--- src/rtl/ipm_pkg.sv ---
// Shared definitions for the inner-product-masking datapath: field polynomial,
// packed-bus byte selection and the unmask FSM state type.
package ipm_pkg;

  // Low byte of the AES reduction polynomial x^8 + x^4 + x^3 + x + 1 (0x11B).
  localparam logic [7:0] GF_POLY = 8'h1B;

  // Widest share vector the byte-select helper accepts; callers zero-extend.
  localparam int unsigned MAX_SHARES = 64;
  localparam int unsigned BUS_W      = MAX_SHARES * 8;

  typedef enum logic [1:0] {
    IDLE,
    ACC,
    DONE
  } state_e;

  function automatic logic [7:0] byte_sel(input logic [BUS_W-1:0] bus,
                                          input int unsigned      i);
    return bus[i*8 +: 8];
  endfunction

endpackage

--- src/rtl/ipm_unmask_seq_gmul8.sv ---
// Combinational GF(2^8) multiplier (xy = x * y mod 0x11B), shift-and-add form.
module gmul8
  import ipm_pkg::*;
(
  input  logic [7:0] x,
  input  logic [7:0] y,
  output logic [7:0] xy
);

  logic [7:0] a;
  logic [7:0] p;

  always_comb begin
    a = x;
    p = '0;
    for (int unsigned i = 0; i < 8; i++) begin
      if (y[i]) p = p ^ a;
      a = {a[6:0], 1'b0} ^ (a[7] ? GF_POLY : 8'h00);
    end
    xy = p;
  end

endmodule

--- src/rtl/ipm_unmask_seq.sv ---
// Sequential IPM decoder: X = R_0 ^ sum_{i=1..v-1} L_i * R_i over GF(2^8),
// one shared multiplier step per cycle behind valid/ready on both sides.
module ipm_unmask_seq
  import ipm_pkg::*;
#(
  parameter int unsigned v = 8
) (
  input  logic           clk,
  input  logic           rst_n,
  input  logic           in_valid,
  output logic           in_ready,
  input  logic [v*8-1:0] L,
  input  logic [v*8-1:0] R,
  output logic           out_valid,
  input  logic           out_ready,
  output logic [7:0]     X
);

  localparam int unsigned IW       = (v > 1) ? $clog2(v) : 1;
  localparam logic [IW-1:0] IDX_LAST  = IW'(v - 1);
  localparam logic [IW-1:0] IDX_FIRST = (v > 1) ? IW'(1) : '0;

  state_e          state_q, state_d;
  logic [v*8-1:0]  L_q, L_d;
  logic [v*8-1:0]  R_q, R_d;
  logic [7:0]      acc_q, acc_d;
  logic [IW-1:0]   idx_q, idx_d;

  logic [7:0]      op_l, op_r, prod;

  assign op_l = byte_sel(BUS_W'(L_q), 32'(idx_q));
  assign op_r = byte_sel(BUS_W'(R_q), 32'(idx_q));

  gmul8 u_gmul8 (
    .x  (op_l),
    .y  (op_r),
    .xy (prod)
  );

  always_ff @(posedge clk or negedge rst_n) begin
    if (!rst_n) begin
      state_q <= IDLE;
      L_q     <= '0;
      R_q     <= '0;
      acc_q   <= '0;
      idx_q   <= '0;
    end else begin
      state_q <= state_d;
      L_q     <= L_d;
      R_q     <= R_d;
      acc_q   <= acc_d;
      idx_q   <= idx_d;
    end
  end

  always_comb begin
    state_d   = state_q;
    L_d       = L_q;
    R_d       = R_q;
    acc_d     = acc_q;
    idx_d     = idx_q;
    in_ready  = 1'b0;
    out_valid = 1'b0;
    X         = '0;

    unique case (state_q)
      IDLE: begin
        in_ready = 1'b1;
        if (in_valid) begin
          L_d     = L;
          R_d     = R;
          acc_d   = R[7:0];
          idx_d   = IDX_FIRST;
          state_d = (v > 1) ? ACC : DONE;
        end
      end
      ACC: begin
        acc_d = acc_q ^ prod;
        if (idx_q == IDX_LAST) begin
          idx_d   = '0;
          state_d = DONE;
        end else begin
          idx_d = idx_q + IW'(1);
        end
      end
      DONE: begin
        out_valid = 1'b1;
        X         = acc_q;
        // Shares are wiped on hand-off so no residue survives into IDLE.
        if (out_ready) begin
          L_d     = '0;
          R_d     = '0;
          acc_d   = '0;
          idx_d   = '0;
          state_d = IDLE;
        end
      end
      default: state_d = IDLE;
    endcase
  end

endmodule

--- config.mk ---
export PLATFORM = sky130hd
export DESIGN_NAME = ipm_unmask_seq
export DESIGN_NICKNAME = d
export VERILOG_FILES = /design/src/rtl/ipm_pkg.sv /design/src/rtl/ipm_unmask_seq_gmul8.sv /design/src/rtl/ipm_unmask_seq.sv
export SDC_FILE = /design/constraint.sdc
export NUM_CORES = 1
export LEC_CHECK = 0
export ABC_CLOCK_PERIOD_IN_PS = 5200
export CORE_UTILIZATION = 58
export DETAILED_ROUTE_END_ITERATION = 8
export HOLD_SLACK_MARGIN = 0.1
export PLACE_DENSITY = 0.92
export SLEW_MARGIN = 5
export SYNTH_ARGS = -nofsm -noshare
export SYNTH_HDL_FRONTEND = slang
export SYNTH_SLANG_ARGS = --single-unit
--- constraint.sdc ---
create_clock -name clk -period 5.2 [get_ports clk]
set_clock_uncertainty 0.15 [all_clocks]
set_input_delay 1.56 -clock clk [delete_from_list [all_inputs] [get_ports clk]]
set_output_delay 1.56 -clock clk [all_outputs]
set_load 0.02 [all_outputs]
Yosys cells after proc, flatten, opt, wreduce, memory -nomap -nowiden
Cells that the tools add are included.
{"block": "word_totals", "register_bits": 141, "inputBits": 132, "elab_cells": 69}
{"block": "classes", "addsub": 1, "eq_ne": 6, "n_shift": 2, "muxes": 34, "bitwise": 15, "n_reduce_logical": 6}
{"operator": "indexed part select 512 x 7 -> 8 bit", "n": 2}
{"operator": "case mux 64 bit (2 select lines)", "n": 2}
{"operator": "2-to-1 mux 64 bit", "n": 3}
{"operator": "bitwise XOR 8 bit", "n": 15}
{"operator": "2-to-1 mux 8 bit", "n": 11}
{"operator": "2-to-1 mux 5 bit", "n": 7}
{"operator": "case mux 8 bit (3 select lines)", "n": 1}
{"operator": "2-to-1 mux 3 bit", "n": 3}
{"operator": "case mux 3 bit (3 select lines)", "n": 1}
{"operator": "AND reduction 3 bit", "n": 3}
{"operator": "2-to-1 mux 2 bit", "n": 3}
{"operator": "!= test 2 bit (second input constant)", "n": 3}
{"operator": "case mux 2 bit (3 select lines)", "n": 1}
{"operator": "adder 3 x 1 -> 3 bit (second input constant)", "n": 1}
{"operator": "== test 3 bit (second input constant)", "n": 1}
{"operator": "nonzero test 3 bit", "n": 1}
{"operator": "== test 2 x 1 -> 1 bit (second input constant)", "n": 1}
{"operator": "== test 2 bit (second input constant)", "n": 1}
{"operator": "logical NOT 2 bit", "n": 1}
{"operator": "2-to-1 mux 1 bit", "n": 2}
{"operator": "nonzero test 2 bit", "n": 1}

Logic depth before layout (Yosys ltp)
{"block": "depth", "ltp_word": 19, "mapped_depth": 13, "depth_no_buf": 9}

Hierarchy
From an unflattened synthesis, not the netlist that was laid out.
{"block": "hier_totals", "cells_unflattened": 925, "hier_area_um2": 9038.7}
{"module": "ipm_unmask_seq", "n_inst": 1, "cells_per_inst": 756, "area_per_inst_um2": 7707.4, "seq_area_each_um2": 3528.4}
{"module": "gmul8", "n_inst": 1, "cells_per_inst": 169, "area_per_inst_um2": 1331.3, "seq_area_each_um2": 0.0}

Worst setup path after synthesis
Ideal clock, no wire load.
{"block": "synth_path", "kind": "flip-flop to flip-flop", "from": "register idx_q[1]", "to": "register acc_q[6]", "setup_ps": 122, "t_arrival_ps": 2953, "setup_slack_ps": 1975, "stages_incl_launch_ff": 12, "period_less_slack_ps": 3225, "cell_sequence": "dfrtp_1 > buf_4 > buf_4 > buf_4 > mux4_2 > mux2i_1 > o21ai_0 > o21ai_0 > xor2_1 > xnor3_1 > nand3_1 > a21oi_1"}
{"block": "synth_via", "elab_chain_len": 18, "elab_cells_between_ends": 31, "classes_between": "shift: 2; mux: 14; bitwise: 15"}
{"item": "from (decl)", "line_no": "ipm_unmask_seq.sv:27", "rtl": "logic [IW-1:0] idx_q, idx_d;"}
{"item": "from (signal assigned)", "line_no": "ipm_unmask_seq.sv:52", "rtl": "idx_q <= idx_d;"}
{"item": "indexed part select 512 x 7 -> 8 bit", "line_no": "ipm_pkg.sv:20", "rtl": "return bus[i*8 +: 8];"}
{"item": "2-to-1 mux 8 bit or bitwise XOR 8 bit (tied branches)", "line_no": "ipm_unmask_seq_gmul8.sv:17, ipm_unmask_seq_gmul8.sv:18"}
{"item": "bitwise XOR 8 bit", "line_no": "ipm_unmask_seq_gmul8.sv:17", "rtl": "if (y[i]) p = p ^ a;"}
{"item": "2-to-1 mux 8 bit", "line_no": "ipm_unmask_seq_gmul8.sv:17"}
{"item": "bitwise XOR 8 bit", "line_no": "ipm_unmask_seq_gmul8.sv:17"}
{"item": "2-to-1 mux 8 bit", "line_no": "ipm_unmask_seq_gmul8.sv:17"}
{"item": "bitwise XOR 8 bit", "line_no": "ipm_unmask_seq_gmul8.sv:17"}
{"item": "2-to-1 mux 8 bit", "line_no": "ipm_unmask_seq_gmul8.sv:17"}
{"item": "(+2 left out)"}
{"item": "bitwise XOR 8 bit", "line_no": "ipm_unmask_seq_gmul8.sv:17"}
{"item": "2-to-1 mux 8 bit", "line_no": "ipm_unmask_seq_gmul8.sv:17"}
{"item": "bitwise XOR 8 bit", "line_no": "ipm_unmask_seq_gmul8.sv:17"}
{"item": "2-to-1 mux 8 bit", "line_no": "ipm_unmask_seq_gmul8.sv:17"}
{"item": "bitwise XOR 8 bit", "line_no": "ipm_unmask_seq_gmul8.sv:17"}
{"item": "2-to-1 mux 8 bit *", "line_no": "ipm_unmask_seq_gmul8.sv:17"}
{"item": "bitwise XOR 8 bit *", "line_no": "ipm_unmask_seq.sv:78", "rtl": "acc_d = acc_q ^ prod;"}
{"item": "case mux 8 bit (3 select lines) *", "line_no": "ipm_unmask_seq.sv:66", "rtl": "unique case (state_q)"}
{"item": "to (signal assigned)", "line_no": "ipm_unmask_seq.sv:45", "rtl": "acc_q <= '0;"}
{"item": "to (signal assigned)", "line_no": "ipm_unmask_seq.sv:51", "rtl": "acc_q <= acc_d;"}
{"item": "to (decl)", "line_no": "ipm_unmask_seq.sv:26", "rtl": "logic [7:0] acc_q, acc_d;"}
Mark *: on every way between the ends. The rest lies on a longest branch, timed or not.
A chain may end at the register's enable or synchronous reset.

Worst setup path after layout
{"block": "layout_path", "from": "register idx_q[2]", "to": "register acc_q[2]"}
{"block": "layout_via", "elab_chain_len": 18, "elab_cells_between_ends": 32, "classes_between": "shift: 2; mux: 15; bitwise: 15"}
{"item": "indexed part select 512 x 7 -> 8 bit", "line_no": "ipm_pkg.sv:20"}
{"item": "2-to-1 mux 8 bit (tied with other cells)", "line_no": "ipm_unmask_seq_gmul8.sv:17"}
{"item": "bitwise XOR 8 bit, on equally long branches", "line_no": "ipm_unmask_seq_gmul8.sv:17, ipm_unmask_seq_gmul8.sv:18"}
{"item": "2-to-1 mux 8 bit or bitwise XOR 8 bit (tied branches)", "line_no": "ipm_unmask_seq_gmul8.sv:17, ipm_unmask_seq_gmul8.sv:18"}
{"item": "bitwise XOR 8 bit", "line_no": "ipm_unmask_seq_gmul8.sv:17"}
{"item": "2-to-1 mux 8 bit", "line_no": "ipm_unmask_seq_gmul8.sv:17"}
{"item": "bitwise XOR 8 bit", "line_no": "ipm_unmask_seq_gmul8.sv:17"}
{"item": "2-to-1 mux 8 bit", "line_no": "ipm_unmask_seq_gmul8.sv:17"}
{"item": "(+2 left out)"}
{"item": "bitwise XOR 8 bit", "line_no": "ipm_unmask_seq_gmul8.sv:17"}
{"item": "2-to-1 mux 8 bit", "line_no": "ipm_unmask_seq_gmul8.sv:17"}
{"item": "bitwise XOR 8 bit", "line_no": "ipm_unmask_seq_gmul8.sv:17"}
{"item": "2-to-1 mux 8 bit", "line_no": "ipm_unmask_seq_gmul8.sv:17"}
{"item": "bitwise XOR 8 bit", "line_no": "ipm_unmask_seq_gmul8.sv:17"}
{"item": "2-to-1 mux 8 bit *", "line_no": "ipm_unmask_seq_gmul8.sv:17"}
{"item": "bitwise XOR 8 bit *", "line_no": "ipm_unmask_seq.sv:78"}
{"item": "case mux 8 bit (3 select lines) *", "line_no": "ipm_unmask_seq.sv:66"}
Marks and branches as above.

==> results.txt <==
* Filler instances: 819
* DRT met1 WL: 8410 microns
- Counting every instance in the synthesized netlist gives 876.
- The routed design uses 2120 microns of met3 wire.
* Sequential area share after synthesis: 0.438
- The smallest clock period supported by the final layout is computed as 4130 ps.
- Total number of yosys warnings: 0
- The floorplan step set the die height to 120 microns.
* Post-synthesis instance area: 0.00806 sq mm
* Transition at the pin with the smallest max-transition slack: 1090 ps
* Insertion delay of the later-clocked pin in the worst-skew pair: 440 ps
- The tightest min-delay check is of the register to register type.
* Number of antenna violations at the first check in global routing: 0
* Number of buffers created by CTS: 17
* Number of core rows: 42
- Avg Inst Size Synth: 9.20 sq um
- The region available for standard cell placement spans 0.0134 sq mm.
* Vias per cell: 6.12
- Final global-route overflow total: 0
- Final wirelength: 23,600 microns
- After synthesis, the cell types taking the most area are dfrtp_1 (44%), nand2_1 (12%), mux4_2 (9.2%).
- Setup slack closes at 1070 ps.
- The setup path with the least slack is of type register to register.
- Number of input and output port buffers inserted: 141
- The initial utilization of the core area, before any placement, comes to 0.601.
* Library cells used by synthesis: 39
* Clock tree from TritonCTS: yes
- In this run the remaining antenna-violating nets after routing total 0.
* Cell taking the most area after synthesis: dfrtp_1
* Number of clock sinks seen by CTS: 141
- Detailed-route via count: 7,213
- Of the cells placed in the final design, the portion with a size suffix greater than 1 is 0.0937.
* Setup repair after global routing missed its margin: false
* H-tree levels: 4
* Register clock-pin slew on the reported worst setup and hold paths: 60 ps
- In this run, post-CTS repair resized a total of 0 instances.
- Of the post-synthesis cell area, the dominant cell type holds 0.438.
* Area Overhead vs Synth: 25.9%
* Number of register bits inferred by synthesis: 141
* Full die area: 0.0144 sq mm
* Result of the run: finished, final reports clean
- Ys async rst share: 1.00
* Worst slew slack as a fraction of its limit: 0.273
* Wire length of the first global-routing pass: 38,200 microns
- Count of endpoints failing hold in the final timing report: 0
* Die Span X: 120 microns
* Final Slew Violations: 0
- The number of global-route vias before repair was 7,397.
* DP Wirelength: 15,100 microns
- Setup Total Neg Slack: 0 ps
- Largest net degree at the start of global routing: 112
* Met2 wire length: 11,500 microns
- Routed signal wires occupy layers up through met4.
- Maximum clock frequency: 0.242 GHz
- STA classifies the critical path startpoint as a register.
- At the worst endpoint, the arrival time is 4300 ps.
- Pre-antenna DRT Iters: 5
- Type of destination of the critical path: register
- I/O pin count: 142
- The tool flagged a number of max-cap violations equal to 0.
- Number of setup buffers added after CTS: 0
* Global-route usage over all layers: 0.355
- Final clock period utilization by the worst path: 0.795
- Setup violations remaining at the end of the flow were counted as 0.
* Per-cell routed wire length: 20.0 microns
- Root cell of the clock tree: clkbuf_16
- When the netlist entered floorplanning its net count stood at 1,014.
- Peak fanout along the critical path: 28
- CP Data Required Time: 5360 ps
- Number of flops mapped to enable cells by yosys: 0
- Routability-driven placement congestion ratio: 0.905
- Clock Path Buffers: 2
- Placement-stage worst setup slack: 1320 ps
- Most frequently used flop master after synthesis: dfrtp_1
* Number of inserted diodes: 0
- DR iter-0 viols: 788
- After detailed routing, the number of remaining DRC violations is 0.
- At the end of the flow, the number of nets in the layout was 1,131.
- After clock tree synthesis, the flow added hold-fix buffers numbering 0.
## final timing paths
kind	slack, ps	start	cells after the start	to
max in group asynchronous	2970	rst_n	2	L_q[23]$_DFFE_PN0P_
hold / removal	320	R_q[21]$_DFFE_PN0P_	2	R_q[21]$_DFFE_PN0P_
setup / recovery	1070	idx_q[2]$_DFFE_PN0P_	10	acc_q[2]$_DFFE_PN0P_
hold reg to reg	320	R_q[21]$_DFFE_PN0P_	2	R_q[21]$_DFFE_PN0P_
min in group asynchronous	1030	rst_n	1	L_q[2]$_DFFE_PN0P_
setup reg to reg	1070	idx_q[2]$_DFFE_PN0P_	10	acc_q[2]$_DFFE_PN0P_
## cell type report
type	instances	area, sq um	area share
Multi-Input combinational cell	664	4250	0.419
Timing Repair Buffer	159	1560	0.154
Sequential cell	141	3530	0.348
Clock inverter	7	92.6	0.00913
Clock buffer	22	454	0.0448
Inverter	10	38.8	0.00382
Tap cell	176	220	0.0217
## through the flow
step	std cells	hold WS, ps	area [sq um]	utilization
2_1_floorplan	876	283	8060	-
3_3_place_gp	1150	294	9590	0.716
3_5_place_dp	1150	302	9590	0.716
4_1_cts	1179	315	10100	0.757
5_1_grt	1179	337	10100	0.757
6_report	1179	315	10100	0.757
## cells by family (layout without fill, tap and decap cells)
| kind of cell | after synthesis | after routing | synth area share |
|---|---|---|---|
| buf+inv | 71 | 198 | 0.0380 |
| mux | 59 | 59 | 0.132 |
| xor+xnor | 78 | 78 | 0.0994 |
| compound gates | 44 | 44 | 0.0342 |
| fa+ha+maj | 6 | 6 | 0.00932 |
| flops | 141 | 141 | 0.438 |
| simple gates | 477 | 477 | 0.250 |
## cells in the mapped netlist, types with 6 or more instances
cell / number
ha_1: 6
a21oi_1: 8
and2_1: 9
nand3_1: 136
mux2i_1: 20
dfrtp_1: 141
o21ai_0: 14
clkbuf_1: 40
mux4_2: 33
inv_1: 10
nor2_1: 56
buf_2: 8
xor2_1: 16
buf_1: 7
nand2_1: 265
xnor2_1: 52
## worst max-delay path, cell delays in order, from the launching register on
cell,delay [ps]
dfrtp_1,830
buf_4,470
mux4_2,390
mux2i_1,800
nor2_1,140
xnor2_1,180
xnor2_1,220
xnor2_1,170
xnor3_1,350
mux2i_1,210
o21ai_1,90
## layout by cell type (no fill, tap or decap), types with 6 or more instances in the layout
cell type,netlist,layout
nand2_1,265,265
inv_1,10,9
a21oi_1,8,7
o21ai_0,14,13
nand3_1,136,136
clkbuf_16,0,17
xor2_1,16,16
dfrtp_1,141,140
clkdlybuf4s50_1,0,140
buf_4,4,17
nor2_1,56,56
mux4_2,33,33
mux2i_1,20,20
ha_1,6,6
xnor2_1,52,52
and2_1,9,9
## registers in the layout, indices dropped and copies added, names as in the netlist
| name | count |
|---|---|
| acc_q | 8 |
| R_q | 64 |
| idx_q | 3 |
| L_q | 64 |
| state_q | 2 |
## routing by layer
metal  vias up  track usage
li1       3150            -
met1      3461        0.430
met2       477        0.569
met3       125       0.0846
met4         0        0.230
met5         -            0
Power is left out: the tool's default activity adds up to more than one toggle a clock period on the data nets, which glitch-free logic cannot reach.
